### src/rtl/elementcmd_pkg.sv
// Shared constants and types for the elementcmd command issuer: command word
// layout for the default configuration, a decoded-command struct, a packing
// helper for building command words, and the FSM state encoding.
package elementcmd_pkg;

    // Default field widths of the 128-bit command word
    localparam int TCNT_W = 27;
    localparam int ENV_W  = 12;
    localparam int FREQ_W = 9;
    localparam int AMPX_W = 16;
    localparam int PINI_W = 17;
    localparam int MODE_W = 2;
    localparam int CMD_WORD_W = 128;

    // Field offsets, packed LSB-first
    localparam int TRIGT_LSB    = 0;
    localparam int ENVSTART_LSB = TRIGT_LSB + TCNT_W;
    localparam int ENVLEN_LSB   = ENVSTART_LSB + ENV_W;
    localparam int AMPX_LSB     = ENVLEN_LSB + ENV_W;
    localparam int PINI_LSB     = AMPX_LSB + AMPX_W;
    localparam int FREQ_LSB     = PINI_LSB + PINI_W;
    localparam int MODE_LSB     = FREQ_LSB + FREQ_W;
    localparam int IMM_LSB      = MODE_LSB + MODE_W;
    localparam int CMD_USED_W   = IMM_LSB + 1;

    // Decoded command; first member is the MSB, so trigt lands at bit 0
    typedef struct packed {
        logic              imm;
        logic [MODE_W-1:0] mode;
        logic [FREQ_W-1:0] freqaddr;
        logic [PINI_W-1:0] pini;
        logic [AMPX_W-1:0] ampx;
        logic [ENV_W-1:0]  envlength;
        logic [ENV_W-1:0]  envstart;
        logic [TCNT_W-1:0] trigt;
    } cmd_t;

    // FSM state encoding
    localparam logic [1:0] ST_IDLE = 2'd0;
    localparam logic [1:0] ST_WAIT = 2'd1;
    localparam logic [1:0] ST_FIRE = 2'd2;

    // Build a full command word from decoded fields; reserved bits are zero
    function automatic logic [CMD_WORD_W-1:0] pack_cmd(input cmd_t c);
        return {{(CMD_WORD_W - CMD_USED_W){1'b0}}, c};
    endfunction

endpackage

### src/rtl/elementcmd_fifo.sv
// Synchronous FIFO used as the command buffer. Supports simultaneous push and
// pop (including when full), reports full/empty/level, and has a synchronous
// active-low reset of its pointers.
module elementcmd_fifo #(
    parameter int DEPTH = 4,
    parameter int WIDTH = 96
) (
    input  logic                     clk,
    input  logic                     resetn,
    input  logic                     push,
    input  logic [WIDTH-1:0]         din,
    input  logic                     pop,
    output logic [WIDTH-1:0]         dout,
    output logic                     full,
    output logic                     empty,
    output logic [$clog2(DEPTH):0]   level
);

    localparam int AW = $clog2(DEPTH);

    logic [WIDTH-1:0] mem [DEPTH];
    logic [AW:0]      wr_ptr;
    logic [AW:0]      rd_ptr;
    logic             push_ok;
    logic             pop_ok;

    // Extra pointer bit distinguishes full from empty
    assign level   = wr_ptr - rd_ptr;
    assign full    = (level == (AW+1)'(DEPTH));
    assign empty   = (wr_ptr == rd_ptr);
    assign pop_ok  = pop && !empty;
    assign push_ok = push && (!full || pop_ok);
    assign dout    = mem[rd_ptr[AW-1:0]];

    // Pointer update on push/pop
    always_ff @(posedge clk) begin
        if (!resetn) begin
            wr_ptr <= '0;
            rd_ptr <= '0;
        end else begin
            if (push_ok) wr_ptr <= wr_ptr + 1'b1;
            if (pop_ok)  rd_ptr <= rd_ptr + 1'b1;
        end
    end

    // Storage write
    // NOTE: the data array is deliberately not reset; empty pointers make stale
    // contents unreachable, and leaving it unreset lets it map to plain RAM.
    always_ff @(posedge clk) begin
        if (push_ok) mem[wr_ptr[AW-1:0]] <= din;
    end

endmodule

### src/rtl/elementcmd.sv
// Command issuer for one signal-generation element. Buffers timed command
// words, waits in WAIT until the element time counter reaches the trigger
// time (modular compare), then strobes the registered fields for one cycle.
// Late fires are flagged and counted.
module elementcmd
    import elementcmd_pkg::*;
#(
    parameter int TCNTWIDTH      = 27,
    parameter int ENV_ADDRWIDTH  = 12,
    parameter int FREQ_ADDRWIDTH = 9,
    parameter int DEPTH          = 4
) (
    input  logic                       clk,
    input  logic                       resetn,
    input  logic [127:0]               cmd_data,
    input  logic                       cmd_valid,
    output logic                       cmd_ready,
    input  logic [TCNTWIDTH-1:0]       tcnt,
    input  logic                       busy,
    output logic [ENV_ADDRWIDTH-1:0]   envstart,
    output logic [ENV_ADDRWIDTH-1:0]   envlength,
    output logic [AMPX_W-1:0]          ampx,
    output logic [PINI_W-1:0]          pini,
    output logic [FREQ_ADDRWIDTH-1:0]  freqaddr,
    output logic [MODE_W-1:0]          mode,
    output logic                       cmdstb,
    output logic                       reset,
    input  logic                       clr_status,
    output logic                       late,
    output logic [15:0]                late_cnt,
    output logic [$clog2(DEPTH):0]     level
);

    // Field layout derived from this instance's parameters
    localparam int O_ENVSTART = TCNTWIDTH;
    localparam int O_ENVLEN   = O_ENVSTART + ENV_ADDRWIDTH;
    localparam int O_AMPX     = O_ENVLEN + ENV_ADDRWIDTH;
    localparam int O_PINI     = O_AMPX + AMPX_W;
    localparam int O_FREQ     = O_PINI + PINI_W;
    localparam int O_MODE     = O_FREQ + FREQ_ADDRWIDTH;
    localparam int O_IMM      = O_MODE + MODE_W;
    localparam int CMD_W      = O_IMM + 1;

    logic [1:0]       state;
    logic [CMD_W-1:0] head;
    logic [CMD_W-1:0] fifo_dout;
    logic             fifo_full;
    logic             fifo_empty;
    logic             fifo_push;
    logic             fifo_pop;
    logic             unused_reserved;

    logic [TCNTWIDTH-1:0]      h_trigt;
    logic [ENV_ADDRWIDTH-1:0]  h_envstart;
    logic [ENV_ADDRWIDTH-1:0]  h_envlength;
    logic [AMPX_W-1:0]         h_ampx;
    logic [PINI_W-1:0]         h_pini;
    logic [FREQ_ADDRWIDTH-1:0] h_freqaddr;
    logic [MODE_W-1:0]         h_mode;
    logic                      h_imm;
    logic [TCNTWIDTH-1:0]      delta;
    logic                      fire_now;
    logic                      late_fire;

    // Reserved upper bits of the command word carry no meaning
    assign unused_reserved = ^cmd_data[127:CMD_W];

    // Input handshake is held off while the element is in reset
    assign cmd_ready = !fifo_full && !reset;
    assign fifo_push = cmd_valid && cmd_ready;
    // Head reloads from the buffer whenever no command is being timed
    assign fifo_pop  = !fifo_empty && ((state == ST_IDLE) || (state == ST_FIRE));

    elementcmd_fifo #(
        .DEPTH (DEPTH),
        .WIDTH (CMD_W)
    ) u_fifo (
        .clk    (clk),
        .resetn (resetn),
        .push   (fifo_push),
        .din    (cmd_data[CMD_W-1:0]),
        .pop    (fifo_pop),
        .dout   (fifo_dout),
        .full   (fifo_full),
        .empty  (fifo_empty),
        .level  (level)
    );

    assign h_trigt     = head[TCNTWIDTH-1:0];
    assign h_envstart  = head[O_ENVSTART +: ENV_ADDRWIDTH];
    assign h_envlength = head[O_ENVLEN +: ENV_ADDRWIDTH];
    assign h_ampx      = head[O_AMPX +: AMPX_W];
    assign h_pini      = head[O_PINI +: PINI_W];
    assign h_freqaddr  = head[O_FREQ +: FREQ_ADDRWIDTH];
    assign h_mode      = head[O_MODE +: MODE_W];
    assign h_imm       = head[O_IMM];

    // Modular distance to trigger; MSB set means the trigger is in the past
    assign delta     = h_trigt - tcnt;
    assign fire_now  = (state == ST_WAIT) && !busy &&
                       ((delta == '0) || h_imm || delta[TCNTWIDTH-1]);
    assign late_fire = fire_now && (delta != '0) && !h_imm;

    // FSM, head register, strobe and registered output fields
    // NOTE: sequential state uses non-blocking assignments only, so every
    // register sees the pre-edge values of the others regardless of order.
    always_ff @(posedge clk) begin
        if (!resetn) begin
            state     <= ST_IDLE;
            head      <= '0;
            cmdstb    <= 1'b0;
            envstart  <= '0;
            envlength <= '0;
            ampx      <= '0;
            pini      <= '0;
            freqaddr  <= '0;
            mode      <= '0;
        end else begin
            cmdstb <= 1'b0;
            case (state)
                ST_IDLE: begin
                    if (fifo_pop) begin
                        head  <= fifo_dout;
                        state <= ST_WAIT;
                    end
                end
                ST_WAIT: begin
                    if (fire_now) begin
                        state     <= ST_FIRE;
                        cmdstb    <= 1'b1;
                        envstart  <= h_envstart;
                        envlength <= h_envlength;
                        ampx      <= h_ampx;
                        pini      <= h_pini;
                        freqaddr  <= h_freqaddr;
                        mode      <= h_mode;
                    end
                end
                ST_FIRE: begin
                    if (fifo_pop) begin
                        head  <= fifo_dout;
                        state <= ST_WAIT;
                    end else begin
                        state <= ST_IDLE;
                    end
                end
                default: state <= ST_IDLE;
            endcase
        end
    end

    // Late status; a clear is applied first so a same-cycle late fire survives
    always_ff @(posedge clk) begin
        if (!resetn) begin
            late     <= 1'b0;
            late_cnt <= '0;
        end else begin
            if (clr_status) begin
                late     <= 1'b0;
                late_cnt <= '0;
            end
            if (late_fire) begin
                late <= 1'b1;
                if (clr_status)
                    late_cnt <= 16'd1;
                else if (late_cnt != 16'hFFFF)
                    late_cnt <= late_cnt + 16'd1;
            end
        end
    end

    // Element reset follows resetn, inverted and registered
    always_ff @(posedge clk) begin
        reset <= !resetn;
    end

endmodule

### config.mk
export PLATFORM = sky130hd
export DESIGN_NAME = elementcmd
export DESIGN_NICKNAME = d
export VERILOG_FILES = /design/src/rtl/elementcmd_pkg.sv /design/src/rtl/elementcmd_fifo.sv /design/src/rtl/elementcmd.sv
export SDC_FILE = /design/constraint.sdc
export NUM_CORES = 1
export LEC_CHECK = 0
export BUFFER_PORTS_ARGS = -buffer_cell sky130_fd_sc_hd__buf_2
export CORE_AREA = 2 2 226 228
export CTS_CLUSTER_DIAMETER = 80
export DETAILED_ROUTE_END_ITERATION = 12
export DIE_AREA = 0 0 228 230
export HOLD_SLACK_MARGIN = 0.08
export MAX_ROUTING_LAYER = met4
export PLACE_DENSITY_LB_ADDON = 0.2
export SYNTH_ARGS = -nofsm -noshare
export SYNTH_HDL_FRONTEND = slang
export SYNTH_SLANG_ARGS = --single-unit
### constraint.sdc
create_clock -name clk -period 7.2 [get_ports clk]
set_input_delay 0.72 -clock clk [delete_from_list [all_inputs] [get_ports clk]]
set_output_delay 0.72 -clock clk [all_outputs]
set_load 0.02 [all_outputs]
==> impl_summary.md, run 1 <==
Floorplan
The die extent in y is 230 um. The total die area is 52400 um2. The core outline area is about 50000 um2. The horizontal die dimension is 228 um. The number of placement rows is 82. The I/O pin count is around 250.

Once the floorplan was initialized, standard cells occupied 44.5% of the core.

Timing
Setup violations remaining at the end of the flow were counted as 0. The share of the clock period used by the worst path after layout is 62.7%. The final hold violation count is 0. Setup repair after global routing left no endpoint under its margin.

The final total negative setup slack is 0 ps. The worst pin sits at a relative slew slack of 33.0%. The number of pins exceeding their max-slew limit in the final report came to 0.

The actual slew at the worst max-slew pin is 1000 ps. The final clock skew is 22.1 ps. Counting I/O delays and the setup requirement, the final critical path takes 4510 ps. Static timing analysis puts the maximum clock frequency at 0.222 GHz.

Logic synthesis
The Yosys warning count is 0. The synthesized area per cell is 14.8 um2. Counting distinct cell types in the post-synthesis netlist gives 71. The number of instances in the synthesized netlist is 1497.

The cell area that synthesis handed to floorplanning was 22200 um2. The xor/xnor cell area share of the yosys netlist is 1.03%. The multiplexer share of the synthesized area is 9.93%. Of the total synthesized cell area, the portion taken by AND, OR, NAND and NOR gates is around 7.0%. The primary flip-flop cell chosen by synthesis mapping is edfxtp_1. The sequential element share of the synthesized area is 69.2%.

The number of nets in the synthesized netlist is 1692. The number of synthesized flops with an enable pin is 384. The dominant combinational cell family by area after synthesis is multiplexers.

The area fraction in compound gates after synthesis is under 10%. The synthesized flop and latch total is between 500 and 600. In the synthesized netlist the async set-or-reset flop fraction comes to 0%.

Of the total synthesized cell area, the portion taken by full adders, half adders and majority gates is 2.01%.

Power and ir drop
The share of total power dissipated in sequential elements is 44.3%. The internal power summed over all cells is approximately 6600 uW. The total chip power is 9400 uW. The fraction of power consumed by combinational cells is a little under a quarter. For this design the static power due to leakage is slightly above 0.009 uW. The power density over cell area is 363 nW/um2. Summed over all nets, the switching power comes to around 2800 uW. Net switching is 30.0% of the power. The share of total power in the clock network is 32.4%. The maximum VDD drop is roughly 0.24 mV.

Global routing
The pin count of the biggest net entering global routing is a little under 70. The initial antenna violation count is 14. The number of global-route vias before repair was 13343.

The wire length of the first global-routing pass is slightly below 80000 um. The total global routing overflow is 0. The total global routing track utilization is 19.8%.

Worst setup path
The critical path class is flip-flop to flip-flop. The kind of end point of the critical path is a flip-flop. For the worst setup path, the data required time is a little under 8000 ps. The worst setup path is launched from a flip-flop. The worst-path maximum fanout is 47.

The critical path data arrival time is 5050 ps.

CTS
The clock tree from TritonCTS is done. After clock tree synthesis, the repair step resized 0 gates. The tree built by TritonCTS fans out to ~580 sinks. In this run, CTS created clock tree buffers numbering 58. The number of H-tree levels is 2. The clock root buffer is clkbuf_16.

The number of setup buffers added after CTS is 0. The clock slew at the register clock pins of the worst setup and hold paths is 60 ps. Hold repair after CTS inserted 0 buffers. The clock network latency to the later pin of the worst-skew pair is 620 ps.

The largest buffer count on any clock path is 3.

Routing
In the routed layout, each cell is associated on average with a via count of 5.38. The routed design has 50200 um of wire. The average routed wire per standard cell is 20.5 um. The remaining antenna violation count after routing is 0. The iteration-0 DRC count of the detailed router is 1089.

The number of detailed-route iterations in the first pass is 5. The detailed-route DRC error count is 0. For this block, the via count after detailed routing is 13137.

Place
The congestion estimate from routability-driven global placement came to slightly below 0.9. Input and output buffers added on the ports amount to 218. The half-perimeter wire length after detailed placement is between 30000 and 40000 um.

Layout
The number of nets at the end of the flow is roughly 1900. Cells with a size suffix above 1 make up 25.3% of the layout. Relative to the synthesized area, the layout overhead comes to 16.7%.

Job
Across the run, the number of max-cap violations was 0.

Outcome
The run finished with clean final reports.

Min path
The path class of the tightest hold or removal check is input pin to flip-flop.
## cell families after synthesis
family | count (synthesis)
and+or+nand+nor | 353
xor gates and xnor gates | 26
buffers and inverters | 126
muxes | 100
adders and majority gates | 35
DFF | 575
AOI/OAI and AO/OA | 282
## worst max-delay path: stages, from the launching register on
cell,delay [ps]
dfxtp_1,340
ha_1,420
a21oi_1,340
o21ai_2,140
mux2_2,270
o211ai_1,160
nor4b_2,280
o2111ai_1,200
nor4_2,330
nand4_2,290
a21oi_4,730
buf_4,660
a22o_1,250
## final timing paths
kind                            endpoint  slack, ps                   from  cells past startpoint
max             envstart[2]$_SDFFE_PN0P_       2690  head[13]$_SDFFE_PN0P_                     12
min          u_fifo.mem[0][60]$_DFFE_PP_        310           cmd_data[60]                      1
max reg2reg     envstart[2]$_SDFFE_PN0P_       2690  head[13]$_SDFFE_PN0P_                     12
min reg2reg        head[88]$_SDFFE_PN0P_        450  head[88]$_SDFFE_PN0P_                      2
## per-stage QoR
step / utilization, % / instances / area, um2 / worst slack [ps] / hold slack (ps)
floorplan: - / 1497 / 22200 / 2410 / 436
global placement: 48.0 / 2319 / 23900 / 2170 / 443
detailed placement: 48.0 / 2319 / 23900 / 2140 / 447
CTS: 51.9 / 2428 / 25900 / 2630 / 272
global route: 51.9 / 2442 / 25900 / 2320 / 279
finish: 51.9 / 2442 / 25900 / 2690 / 312
## cell type report
type / count / area (um2)
Antenna cell: 14 / 35.0
Inverter: 45 / 171
Timing Repair Buffer: 231 / 1190
Multi-Input combinational cell: 796 / 6350
Clock inverter: 26 / 312
Tap cell: 672 / 841
Sequential cell: 575 / 15400
Fill cell: 4245 / 24000
Clock buffer: 83 / 1640
## cells in the mapped netlist (all sizes together), types with 2 or more instances
master / instances / share of area [%]
edfxtp: 384 / 52
nand2: 236 / 4.0
dfxtp: 191 / 17
a21oi: 133 / 3.1
mux4: 96 / 9.7
a22o: 71 / 2.8
clkbuf: 50 / 0.85
inv: 45 / 0.76
nor2: 40 / 0.68
ha: 34 / 1.9
buf: 31 / 0.81
o21ai: 25 / 0.58
nand3: 15 / 0.36
xor2: 15 / 0.59
nand4: 13 / 0.39
xnor2: 11 / 0.43
and3: 8 / 0.23
o21a: 8 / 0.27
nor3: 7 / 0.16
o211ai: 6 / 0.20
a211o: 5 / 0.20
a21o: 5 / 0.17
nor2b: 5 / 0.15
a31oi: 4 / 0.11
nand2b: 4 / 0.11
or3: 4 / 0.11
a211oi: 3 / 0.12
nor3b: 3 / 0.10
nor4: 3 / 0.11
o2111ai: 3 / 0.12
o21bai: 3 / 0.10
or2: 3 / 0.085
a2111oi: 2 / 0.11
a21boi: 2 / 0.068
and4: 2 / 0.079
mux2: 2 / 0.10
mux2i: 2 / 0.090
nand4b: 2 / 0.079
o22ai: 2 / 0.056
or4: 2 / 0.068
## power groups by stage
stage	clock network, uW	registers (uW)	logic (uW)
floorplan	0	4150	1660
global placement	0	4230	2210
detailed placement	0	4240	2230
CTS	3110	4170	2230
global route	3240	4210	2450
finish	3040	4170	2190
## metal layers
metal,track usage (%),vias to the layer above,routed length (um)
li1,-,6126,-
met1,24.2,6650,21500
met2,32.6,285,24600
met3,5.16,76,3080
met4,5.43,0,991
met5,-,-,0
## layout by cell type, fill, tap and decap left out, types with 11 or more instances in the layout
cell         n
edfxtp_1   384
nand2_1    236
buf_2      218
dfxtp_1    189
a21oi_1    129
mux4_2      96
a22o_1      71
clkbuf_16   58
inv_1       43
nor2_1      40
ha_1        34
o21ai_0     19
clkbuf_1    16
xor2_1      15
diode_2     14
nand3_1     14
buf_4       13
nand4_1     12
xnor2_1     11
## registers in the layout, summed over array words and instances, names as in the netlist
| register | cells |
|---|---|
| ampx | 16 |
| cmdstb | 1 |
| envlength | 12 |
| envstart | 12 |
| freqaddr | 9 |
| head | 96 |
| late | 1 |
| late_cnt | 16 |
| mode | 2 |
| pini | 17 |
| reset | 1 |
| state | 2 |
| u_fifo.mem | 384 |
| u_fifo.rd_ptr | 3 |
| u_fifo.wr_ptr | 3 |
Power figures use the tool's default switching activity.
==> run 2, diff against run 1 <==
==> constraint.sdc (replaced) <==
create_clock -name clk -period 4.7 [get_ports clk]
set_input_delay 0.47 -clock clk [delete_from_list [all_inputs] [get_ports clk]]
set_output_delay 0.47 -clock clk [all_outputs]
set_load 0.02 [all_outputs]
==> impl_summary.md, run 2 (synthesized netlist as in run 1, its figures left out) <==
Routing
The aggregate routed wire length is 51400 um (+2.5%). The via-per-instance ratio is 5.28 (-1.9%). The number of detailed-route iterations in the first pass came to 5 (unchanged).

The remaining antenna violation count after routing came to 0 (unchanged). The average routed wire per standard cell came to 20.3 um (-1.4%). The iteration-0 DRC count of the detailed router came to 757 (-30%). The detailed-route DRC error count came to 0 (unchanged). The total vias in the final route is 13394 (+2.0%).

Timing
Setup repair after global routing left no endpoint under its margin. The number of pins exceeding their max-slew limit in the final report is 0 (unchanged). The slack of the critical path was 705 ps (-1980 ps). The minimum clock period after layout is 3990 ps (-517 ps).

The final hold violation count is 0 (unchanged). The final clock skew came to 22.2 ps (+0.181 ps). The maximum clock rate came to 0.250 GHz (+13%). The final-report setup violation count was 0 (unchanged). The final total negative setup slack came to 0 ps (unchanged). The actual slew at the worst max-slew pin was 885 ps (-119 ps). The remaining max-slew budget at the tightest pin was 41.0% (+8.0 points). The share of the clock period used by the worst path after layout came to 85.0% (+22 points). The worst hold margin is 197 ps (-115 ps).

CTS
The number of H-tree levels is 2 (unchanged). The post-CTS setup-driven buffer insertion count came to 0 (unchanged). The clock network latency to the later pin of the worst-skew pair came to 620 ps (about the same). The TritonCTS buffer count is 59 (+1.7%). The tree is rooted in a clkbuf_16. TritonCTS built the clock tree. The TritonCTS sink count was 575 (unchanged). The clock slew at the register clock pins of the worst setup and hold paths is 60 ps (about the same). The number of resized instances in the post-cts repair step is 0 (unchanged). The largest buffer count on any clock path is 3 (unchanged).

Layout
The area added between synthesis and finish is 21.7%. The number of nets at the end of the flow is 2007 (+5.5%). The flip-flop count of the largest register after layout came to 384 (unchanged). The number of inserted filler cells in the final layout came to 4173 (-1.7%). The register area came to 15400 um2 (unchanged).

The layout cell share with drive strength beyond 1 is 24.8% (-0.53 points). The library cells used most frequently in the layout, excluding fill and tap cells, are 384 x edfxtp_1, 236 x nand2_1, 218 x buf_2. The area used by multi-input combinational logic is 6350 um2 (unchanged). Leaving out fill and tap cells, the most frequent cell in the layout is edfxtp_1.

Power and ir drop
The leakage power is 0.00971 uW (+5.5%). The total chip power is 14600 uW (+55%). The maximum VDD drop is 0.430 mV (+80%). The power density over cell area is 539 nW/um2 (+49%).

Worst setup path
The critical path class is flip-flop to flip-flop. The worst-path maximum fanout is 42 (-11%). The data required time at the worst endpoint came to 5200 ps (-2540 ps). STA classifies the critical path endpoint as a flip-flop. The critical path data arrival time is 4490 ps (-560 ps). The worst setup path is launched from a flip-flop.

Floorplan
The initial cell density of the core is 44.5% (unchanged). The I/O pin count came to 251 (unchanged). The number of placement rows is 82 (unchanged).

The die extent in y is 230 um (unchanged). The core outline area came to 49900 um2 (unchanged). The total die area came to 52400 um2 (unchanged). The horizontal die dimension is 228 um (unchanged).

Job
The count of maximum capacitance violations was 0 (unchanged).

Global routing
The number of global-route vias before repair is 13937 (+4.5%). The total global routing track utilization came to 20.4% (+0.59 points). The pin count of the biggest net entering global routing was 99 (+43%). The initial antenna violation count is 3 (-11).

The wire length of the first global-routing pass is 80000 um (+3.3%). The total global routing overflow is 0 (unchanged).

Min path
The type of the worst min-delay path is input pin to flip-flop.

Place
The routability-driven placement congestion ratio was 0.868 (-1.3%). The minimum setup slack after placement is 498 ps (-1640 ps). The half-perimeter wire length after detailed placement is 30300 um (+0.79%). The number of input and output port buffers inserted is 218 (unchanged).

Outcome
The run finished with clean final reports.
==> run 2: metal layers <==
| layer | track usage, % | vias up | wire (um) |
|---|---|---|---|
| met3 | 3.81 | 75 | 2660 |
| met1 | 25.7 | 6716 | 22500 |
| li1 | - | 6306 | - |
| met4 | 5.39 | 0 | 980 |
| met5 | - | - | 0 |
| met2 | 34.0 | 297 | 25300 |
==> run 2: power breakdown <==
part | switching, uW | leakage [uW] | internal, uW | total (uW)
clock | 1920 | 0.000980 | 2750 | 4670
combinational | 2180 | 0.00369 | 1420 | 3600
sequential | 277 | 0.00504 | 6010 | 6290
==> run 2: worst paths after layout <==
path / startpoint / cells past startpoint / to / slack (ps)
worst min-delay path: clr_status / 3 / late$_SDFFE_PN0P_ / 200
worst max register to register: head[14]$_SDFFE_PN0P_ / 12 / ampx[11]$_SDFFE_PN0P_ / 710
worst max-delay path: head[14]$_SDFFE_PN0P_ / 12 / ampx[11]$_SDFFE_PN0P_ / 710
worst min register to register: head[0]$_SDFFE_PN0P_ / 2 / head[0]$_SDFFE_PN0P_ / 460
==> run 2: through the flow <==
stage / cells / instance area [um2] / util, %
global placement: 2327 / 24100 / 48.3
CTS: 2534 / 27000 / 54.2
detailed placement: 2327 / 24100 / 48.3
finish: 2539 / 27000 / 54.2
global route: 2537 / 27000 / 54.2
floorplan: 1497 / 22200 / -
==> run 2: layout make-up <==
| type | instances | area share, % |
|---|---|---|
| antenna | 5 | 0.0463 |
| clock buffer | 82 | 6.15 |
| clock inverter | 29 | 1.13 |
| inverter | 45 | 0.634 |
| multi-input combinational | 796 | 23.5 |
| sequential | 575 | 56.9 |
| tap | 672 | 3.11 |
| timing repair buffer | 335 | 8.55 |
==> run 2: worst max-delay path: stages, from the launching register on <==
cell and delay [ps]:
dfxtp_1 340, ha_1 450, a21oi_1 270, o21ai_0 280
a21oi_2 260, o22ai_1 140, nor4b_2 240, o2111ai_1 200
nor4_2 320, nand4_2 290, and3_2 550, buf_12 290
a22o_1 220
==> run 2: what timing repair did <==
item	in CTS	in global routing
endpoints found under the hold margin	384	0
setup endpoints to repair	0	0
hold buffers	96	0
